--- src/rtl/mmio_pkg.sv ---
// Shared definitions for the MMIO peripheral block: register offsets,
// STATUS/CTRL bit positions, display FSM state type and a byte-lane merge helper.
package mmio_pkg;

  localparam int unsigned DATA_W = 32;
  localparam int unsigned OFF_W  = 12;

  // Byte offsets within the decoded 4 KB page
  localparam logic [OFF_W-1:0] OFF_ID       = 12'h000;
  localparam logic [OFF_W-1:0] OFF_CTRL     = 12'h004;
  localparam logic [OFF_W-1:0] OFF_DISP_DAT = 12'h008;
  localparam logic [OFF_W-1:0] OFF_LED      = 12'h00C;
  localparam logic [OFF_W-1:0] OFF_STATUS   = 12'h010;
  localparam logic [OFF_W-1:0] OFF_GPO0     = 12'h014;
  localparam logic [OFF_W-1:0] OFF_CNT_LO   = 12'h020;
  localparam logic [OFF_W-1:0] OFF_CNT_HI   = 12'h024;

  localparam int unsigned STATUS_BUSY_BIT = 0;
  localparam int unsigned STATUS_OVR_BIT  = 1;
  localparam int unsigned CTRL_GO_BIT     = 0;

  typedef enum logic [0:0] {
    IDLE = 1'b0,
    SEND = 1'b1
  } disp_state_t;

  // Replace the bytes of old_v selected by en with the matching bytes of new_v
  function automatic logic [DATA_W-1:0] apply_lanes(input logic [DATA_W-1:0] old_v,
                                                    input logic [DATA_W-1:0] new_v,
                                                    input logic [3:0]        en);
    logic [DATA_W-1:0] r;
    for (int i = 0; i < 4; i++) begin
      r[8*i +: 8] = en[i] ? new_v[8*i +: 8] : old_v[8*i +: 8];
    end
    return r;
  endfunction

endpackage

--- src/rtl/mmio_disp_fsm.sv ---
// Display valid/ready handshake: IDLE/SEND FSM, shadow data frozen at GO,
// sticky overrun flag for GO seen while a transfer is still pending.
// Ports: clk, Rst (sync, active-high), go, clr_ovr, dat_in (live DISP_DAT),
//        disp_ready in; disp_valid, disp_dat, busy_c (comb), overrun out.
module mmio_disp_fsm
  import mmio_pkg::*;
(
  input  logic              clk,
  input  logic              Rst,
  input  logic              go,
  input  logic              clr_ovr,
  input  logic [DATA_W-1:0] dat_in,
  input  logic              disp_ready,
  output logic              disp_valid,
  output logic [DATA_W-1:0] disp_dat,
  output logic              busy_c,
  output logic              overrun
);

  disp_state_t       state_q, state_d;
  logic              valid_q, valid_d;
  logic [DATA_W-1:0] shadow_q, shadow_d;
  logic              ovr_q, ovr_d;

  // State and output registers
  always_ff @(posedge clk) begin
    if (Rst) begin
      state_q  <= IDLE;
      valid_q  <= 1'b0;
      shadow_q <= '0;
      ovr_q    <= 1'b0;
    end else begin
      state_q  <= state_d;
      valid_q  <= valid_d;
      shadow_q <= shadow_d;
      ovr_q    <= ovr_d;
    end
  end

  // Next state; overrun set is applied after clear so set wins
  always_comb begin
    state_d  = state_q;
    shadow_d = shadow_q;
    ovr_d    = ovr_q;
    if (clr_ovr) ovr_d = 1'b0;
    unique case (state_q)
      IDLE: begin
        if (go) begin
          state_d  = SEND;
          shadow_d = dat_in;
        end
      end
      SEND: begin
        if (go)         ovr_d   = 1'b1;
        if (disp_ready) state_d = IDLE;
      end
      default: state_d = IDLE;
    endcase
    valid_d = (state_d == SEND);
  end

  assign disp_valid = valid_q;
  assign disp_dat   = shadow_q;
  assign busy_c     = (state_q == SEND);
  assign overrun    = ovr_q;

endmodule

--- src/rtl/mmio_periph_ctrl.sv ---
// MMIO peripheral block on the data port: decodes one 4 KB page into ID, CTRL,
// DISP_DAT, LED, STATUS and NUM_GPO GPO registers, with 1-cycle read latency.
// Optional 64-bit cycle counter at 0x020/0x024 when MMIO_CYCLE_CNT_EN is defined.
// Ports: clk, Rst (sync, active-high); mem_wea/mem_en/mem_addr/mem_din bus in;
//        mmio_hit (comb), mmio_dout, mmio_rvalid read side; disp_valid/disp_ready/
//        disp_dat display handshake; led, gpo register outputs.
module mmio_periph_ctrl
  import mmio_pkg::*;
#(
  parameter logic [19:0] BASE_PAGE = 20'hAAAAA,
  parameter int unsigned LED_W     = 16,
  parameter int unsigned NUM_GPO   = 2,
  parameter logic [31:0] ID_VALUE  = 32'h4D494F32
) (
  input  logic              clk,
  input  logic              Rst,
  input  logic              mem_wea,
  input  logic [3:0]        mem_en,
  input  logic [31:0]       mem_addr,
  input  logic [31:0]       mem_din,
  output logic              mmio_hit,
  output logic [31:0]       mmio_dout,
  output logic              mmio_rvalid,
  output logic              disp_valid,
  input  logic              disp_ready,
  output logic [31:0]       disp_dat,
  output logic [LED_W-1:0]  led,
  output logic [((NUM_GPO == 0) ? 1 : NUM_GPO*32)-1:0] gpo
);

  localparam int unsigned GPO_N = (NUM_GPO == 0) ? 1 : NUM_GPO;

  logic              wr_c, rd_c, go_c, clr_ovr_c, busy_c, overrun;
  logic [OFF_W-1:0]  off_c;
  logic [9:0]        gpo_word_c;
  logic              gpo_sel_c;
  logic [31:0]       led_merge_c, rdata_c;
  logic              unused_bits;

  logic [LED_W-1:0]  led_q, led_d;
  logic [31:0]       disp_reg_q, disp_reg_d;
  logic [31:0]       gpo_q [GPO_N];
  logic [31:0]       gpo_d [GPO_N];
  logic [31:0]       mmio_dout_q, mmio_dout_d;
  logic              rvalid_q, rvalid_d;

  // Address decode; addr[1:0] do not participate
  assign mmio_hit   = (mem_addr[31:12] == BASE_PAGE) && (mem_en != 4'b0000);
  assign wr_c       = mmio_hit && mem_wea;
  assign rd_c       = mmio_hit && !mem_wea;
  assign off_c      = {mem_addr[11:2], 2'b00};
  assign gpo_word_c = 10'((off_c - OFF_GPO0) >> 2);
  assign gpo_sel_c  = (off_c >= OFF_GPO0) && (32'(gpo_word_c) < NUM_GPO);
  assign unused_bits = ^{mem_addr[1:0], led_merge_c};

`ifdef MMIO_CYCLE_CNT_EN
  logic [63:0] cnt_q, cnt_d;
  logic [31:0] snap_q, snap_d;

  // Free-running counter; reading the low word snapshots the high word
  always_comb begin
    cnt_d  = cnt_q + 64'd1;
    snap_d = snap_q;
    if (wr_c && off_c == OFF_CNT_LO) cnt_d  = '0;
    if (rd_c && off_c == OFF_CNT_LO) snap_d = cnt_q[63:32];
  end

  always_ff @(posedge clk) begin
    if (Rst) begin
      cnt_q  <= '0;
      snap_q <= '0;
    end else begin
      cnt_q  <= cnt_d;
      snap_q <= snap_d;
    end
  end
`endif

  // Byte-lane register writes, GO pulse and overrun clear strobe
  always_comb begin
    led_d       = led_q;
    disp_reg_d  = disp_reg_q;
    gpo_d       = gpo_q;
    go_c        = 1'b0;
    clr_ovr_c   = 1'b0;
    led_merge_c = apply_lanes(32'(led_q), mem_din, mem_en);
    if (wr_c) begin
      case (off_c)
        OFF_CTRL:     go_c       = mem_en[0] && mem_din[CTRL_GO_BIT];
        OFF_DISP_DAT: disp_reg_d = apply_lanes(disp_reg_q, mem_din, mem_en);
        OFF_LED:      led_d      = led_merge_c[LED_W-1:0];
        OFF_STATUS:   clr_ovr_c  = mem_en[0] && mem_din[STATUS_OVR_BIT];
        default:      ;
      endcase
    end
    for (int k = 0; k < int'(NUM_GPO); k++) begin
      if (wr_c && gpo_sel_c && gpo_word_c == 10'(k)) begin
        gpo_d[k] = apply_lanes(gpo_q[k], mem_din, mem_en);
      end
    end
  end

  // Read mux; unmapped and write-only offsets return 0
  always_comb begin
    rdata_c = '0;
    case (off_c)
      OFF_ID:       rdata_c = ID_VALUE;
      OFF_DISP_DAT: rdata_c = disp_reg_q;
      OFF_LED:      rdata_c = 32'(led_q);
      OFF_STATUS: begin
        rdata_c[STATUS_BUSY_BIT] = busy_c;
        rdata_c[STATUS_OVR_BIT]  = overrun;
      end
`ifdef MMIO_CYCLE_CNT_EN
      OFF_CNT_LO:   rdata_c = cnt_q[31:0];
      OFF_CNT_HI:   rdata_c = snap_q;
`endif
      default:      rdata_c = '0;
    endcase
    for (int k = 0; k < int'(NUM_GPO); k++) begin
      if (gpo_sel_c && gpo_word_c == 10'(k)) rdata_c = gpo_q[k];
    end
    mmio_dout_d = rd_c ? rdata_c : mmio_dout_q;
    rvalid_d    = rd_c;
  end

  always_ff @(posedge clk) begin
    if (Rst) begin
      led_q       <= '0;
      disp_reg_q  <= '0;
      mmio_dout_q <= '0;
      rvalid_q    <= 1'b0;
      for (int k = 0; k < int'(GPO_N); k++) gpo_q[k] <= '0;
    end else begin
      led_q       <= led_d;
      disp_reg_q  <= disp_reg_d;
      mmio_dout_q <= mmio_dout_d;
      rvalid_q    <= rvalid_d;
      gpo_q       <= gpo_d;
    end
  end

  mmio_disp_fsm u_disp_fsm (
    .clk        (clk),
    .Rst        (Rst),
    .go         (go_c),
    .clr_ovr    (clr_ovr_c),
    .dat_in     (disp_reg_q),
    .disp_ready (disp_ready),
    .disp_valid (disp_valid),
    .disp_dat   (disp_dat),
    .busy_c     (busy_c),
    .overrun    (overrun)
  );

  // Flatten GPO registers onto the output bus
  always_comb begin
    gpo = '0;
    for (int k = 0; k < int'(NUM_GPO); k++) gpo[32*k +: 32] = gpo_q[k];
  end

  assign led         = led_q;
  assign mmio_dout   = mmio_dout_q;
  assign mmio_rvalid = rvalid_q;

endmodule

--- config.mk ---
export PLATFORM = sky130hd
export DESIGN_NAME = mmio_periph_ctrl
export DESIGN_NICKNAME = d
export VERILOG_FILES = /design/src/rtl/mmio_pkg.sv /design/src/rtl/mmio_disp_fsm.sv /design/src/rtl/mmio_periph_ctrl.sv
export SDC_FILE = /design/constraint.sdc
export NUM_CORES = 1
export LEC_CHECK = 0
export ABC_AREA = 1
export CORE_MARGIN = 2
export CORE_UTILIZATION = 38
export DETAILED_ROUTE_END_ITERATION = 8
export PLACE_DENSITY = 0.77
export SLEW_MARGIN = 5
export SYNTH_ARGS = -nofsm -noshare
export SYNTH_HDL_FRONTEND = slang
export SYNTH_SLANG_ARGS = --single-unit
--- constraint.sdc ---
create_clock -name clk -period 1.8 [get_ports clk]
set_clock_uncertainty 0.05 [all_clocks]
set_input_delay 0.36 -clock clk [delete_from_list [all_inputs] [get_ports clk]]
set_output_delay 0.36 -clock clk [all_outputs]
set_load 0.03 [all_outputs]
==> metrics.log <==
[metrics] area of all placed cells without fillers: 0.01310 mm²
[metrics] launch point of the worst hold path: mem_en[0]
[metrics] clk buf depth: 2
[metrics] Die Y: 153.1 µm
[metrics] Pins Over Slew Limit: 0
[metrics] register bit total from synthesis: 179
[metrics] Main synth FF type: dfxtp_1
[metrics] R2R cell count: 7
[metrics] max cap viols: 0
[metrics] per-instance average area after synthesis: 6.338 µm²
[metrics] sequential area share after synthesis: 0.4242
[metrics] crit-path max FO: 7
[metrics] sink count of the clock tree: 179
[metrics] Worst Hold End: u_disp_fsm.overrun
[metrics] Core Box Area: 0.02182 mm²
[metrics] via count of the first global-routing pass: 8905
[metrics] initial DRC count: 877
[metrics] main combinational cell family by area after synthesis: simple AND/OR/NAND/NOR gates
[metrics] net count after synthesis: 1410
[metrics] multi-input combinational cell area: 0.004283 mm²
[metrics] count of H-tree levels built during CTS: 4
[metrics] Final GP Congestion: 0.9118
[metrics] Max stage delay cell, worst path: dlygate4sd2_1
[metrics] Placed Cells incl. Taps: 1834
[metrics] CTS root buffer: clkbuf_16
[metrics] fraction of layout cells with a size suffix above 1: 0.1602
[metrics] power density over the cells: 628.8 mW/mm²
[metrics] delay contributed by the slowest stage of the critical path: 0.27 ns
[metrics] via count: 9425
[metrics] path category of the worst min-delay check: primary input to register
[metrics] kind of cell adding the most delay to the critical path: buffers and inverters
[metrics] worst hold slack: 0.3557 ns
[metrics] CTS tree: yes
[metrics] area fraction in and, or, nand and nor cells after synthesis: 0.3603
[metrics] post-synthesis cell count: 1333
[metrics] io pins: 219
[metrics] overall track demand over capacity in global routing: 0.2525
[metrics] total grt overflow: 0
[metrics] std cell rows: 54
[metrics] area after detailed placement: 0.01147 mm²
[metrics] FFs w/ async S/R, synth: 0
[metrics] required time of the worst setup path: 2.08 ns
[metrics] Fmax: 0.5773 GHz
[metrics] most area-hungry cell type in the Yosys netlist: dfxtp_1
[metrics] count of input and output buffers: 216
[metrics] area growth from synthesis to final layout: 55.04%
[metrics] routed len/inst: 16.19 µm
[metrics] post-layout utilization of the core: 0.6002
[metrics] worst vdd ir: 591.8 µV
[metrics] end of the worst register-to-register path: u_disp_fsm.disp_dat[18]
[metrics] post-layout min period: 1.732 ns
[metrics] signal arrival time at the worst endpoint: 2.01 ns
[metrics] cell area after synthesis: 0.008448 mm²
[metrics] Worst-Margin Slew: 0.4072 ns
[metrics] DP HPWL: 20260 µm
[metrics] number of enable-type register cells in the synthesized netlist: 0
[metrics] remaining number of nets flagged by the antenna check after routing: 0
[metrics] Worst slew margin: 0.7296
[metrics] DIE WIDTH: 153.1 µm
[metrics] initial core utilization: 0.3871
[metrics] post-synthesis mux area share: 0
[metrics] Total Nets Final: 1693
[metrics] fillcell total: 1951
[metrics] final-report setup violation count: 0
[metrics] cell depth of the worst min-delay path: 4
[metrics] number of optimization iterations in the first detailed-route pass: 6
[metrics] commonest cells after routing, fill and taps aside: nand2_1 (291), nor2_1 (289), inv_1 (185)
[metrics] DRC violation count after routing: 0
[metrics] clock insertion delay at the later pin of the skew report: 0.44 ns
[metrics] clock-pin slew of the registers on the worst-case setup and hold paths: 0.07 ns
[metrics] number of warnings printed during yosys synthesis: 0
[metrics] series of cell instances along the critical path: dlygate4sd2_1 -> nand3_4 -> nor3_4 -> nand4_4 -> buf_12 -> buf_6 -> nor2_4 -> buf_12 -> buf_12 -> nand3_1 -> nand2_1 -> nor2_1
[metrics] sort of element at the start of the critical path: primary input
[metrics] global-route wire length before repair: 47410 µm
[metrics] ratio of routed vias to standard cells: 4.937
[metrics] total area of sequential cells: 0.003583 mm²
[metrics] final hold viol count: 0
[metrics] post-synthesis cell type count: 26
[metrics] Worst Setup Path Type: primary input to register
[metrics] Crit path top cell by count: buf_12
[metrics] Total Wirelength: 30910 µm
[metrics] kind of end point of the critical path: register
[metrics] antenna violations before repair: 0
[metrics] fraction of synthesized cell area in xor and xnor cells: 0
[metrics] fraction of the cycle the final worst path needs: 0.9623
[metrics] hold-fix buffer count after cts: 0
[metrics] startpoint of the worst-slack reg-to-reg timing path: u_disp_fsm.disp_valid
[metrics] most common cell after layout, fill and taps aside: nand2_1
[metrics] total chip power: 8.235 mW
[metrics] outcome: finished, final reports clean
[metrics] DIE AREA: 0.02344 mm²
[metrics] area share of the leading cell type in the synthesized netlist: 0.4242
[metrics] maximum number of pins on one net before global-route repair: 63
[metrics] reg-to-reg setup timing slack: 0.48 ns
[metrics] Critical path buffers and inverters: 5
[metrics] Synth Area in Compound Gates: 0.08768
[metrics] count of non-filler cells in the finished layout: 1909
[metrics] total leakage power: 6.820 nW
[metrics] arithmetic-cell share of the synthesized area counting full adders, half adders and majority gates: 0.007405
[metrics] number of buffers inserted during clock tree synthesis: 17
[metrics] ANT cells: 0
[metrics] biggest area contributors in the synthesized netlist: dfxtp_1 (42%), nand2_1 (14%), nor2_1 (14%)
==> how the worst max path moves through the flow <==
stage	start	endpoint	slack (ns)	cells after the start
5_1_grt	mem_addr[17]	gpo[33]	-0.04	12
2_1_floorplan	mem_addr[3]	gpo[48]	-0.0003	12
4_1_cts	mem_addr[26]	mmio_hit	0.0005	8
3_5_place_dp	mem_addr[16]	disp_reg_q[23]	-0.78	11
3_3_place_gp	mem_addr[2]	disp_reg_q[12]	-0.77	14
6_report	mem_addr[17]	gpo[33]	0.07	12
==> logic make-up (layout without fill, tap and decap cells) <==
logic type | Yosys count | count (layout)
simple gates | 744 | 744
buf+inv | 260 | 556
flops | 179 | 179
compound gates | 145 | 145
fa+ha+maj | 5 | 5
==> per-stage QoR <==
step	setup slack, ns	TNS (ns)
after floorplan	-0.0002958	-0.001775
after global placement	-0.7686	-118.26
after detailed placement	-0.7799	-124.68
after CTS	0.0005317	0
after global routing	-0.03969	-0.1127
final	0.06788	0
==> sequential cells by signal (all words and copies together) (netlist names) <==
register	flops
mmio_rvalid	1
mmio_dout	32
u_disp_fsm.disp_valid	1
gpo	64
disp_reg_q	32
u_disp_fsm.overrun	1
u_disp_fsm.disp_dat	32
led	16
==> worst reg2reg max path: stages (launching register included) <==
cell	delay, ns
dfxtp_1	0.42
inv_1	0.09
nand4_1	0.16
buf_6	0.20
clkbuf_16	0.17
nand2_1	0.05
nand2_1	0.05
nor2_1	0.03
==> where the power goes <==
group	switching (mW)	internal (mW)	total (mW)
clock network	1.82	1.98	3.80
registers	0.000000432	3.96	3.96
logic	0.268	0.211	0.479
==> cells in the mapped netlist (3+ instances only) <==
cell type and n:
nor3_1 5, o22ai_1 12, inv_2 3, nand4_1 5, nand2_2 3, nor2_4 6, dfxtp_1 179, nand3_1 96
clkbuf_1 30, nor2_2 7, nand3_2 3, inv_1 192, o21ai_0 80, buf_4 4, nor2_1 305, nand2_1 309
buf_1 10, a21oi_1 52, buf_2 21, ha_1 5
==> routing by layer <==
layer  up-vias  wire [µm]  track usage  share of wire
li1       4637          -            -              -
met1      4292      12920       0.3303           0.42
met2       427      14180       0.4058           0.46
met3        69       2741      0.06011          0.089
met4         0       1073      0.09347          0.035
met5         -          0            0              0
==> cell type report <==
cell class | count | share of cell area
clock buffers | 17 | 0.03248
well taps | 280 | 0.02675
inverters | 195 | 0.05780
multi-input cells | 894 | 0.3270
clock inverters | 15 | 0.01251
repair buffers | 329 | 0.2699
flip-flops and latches | 179 | 0.2736
==> repair_timing <==
action                                  in CTS  in global routing
pin swaps                                   46                 48
gates resized for setup                    297                 80
gates cloned                                13                  5
endpoints found under the setup margin     324                177
setup buffers                               25                  2
No activity file was read; power rests on OpenSTA's default activity.
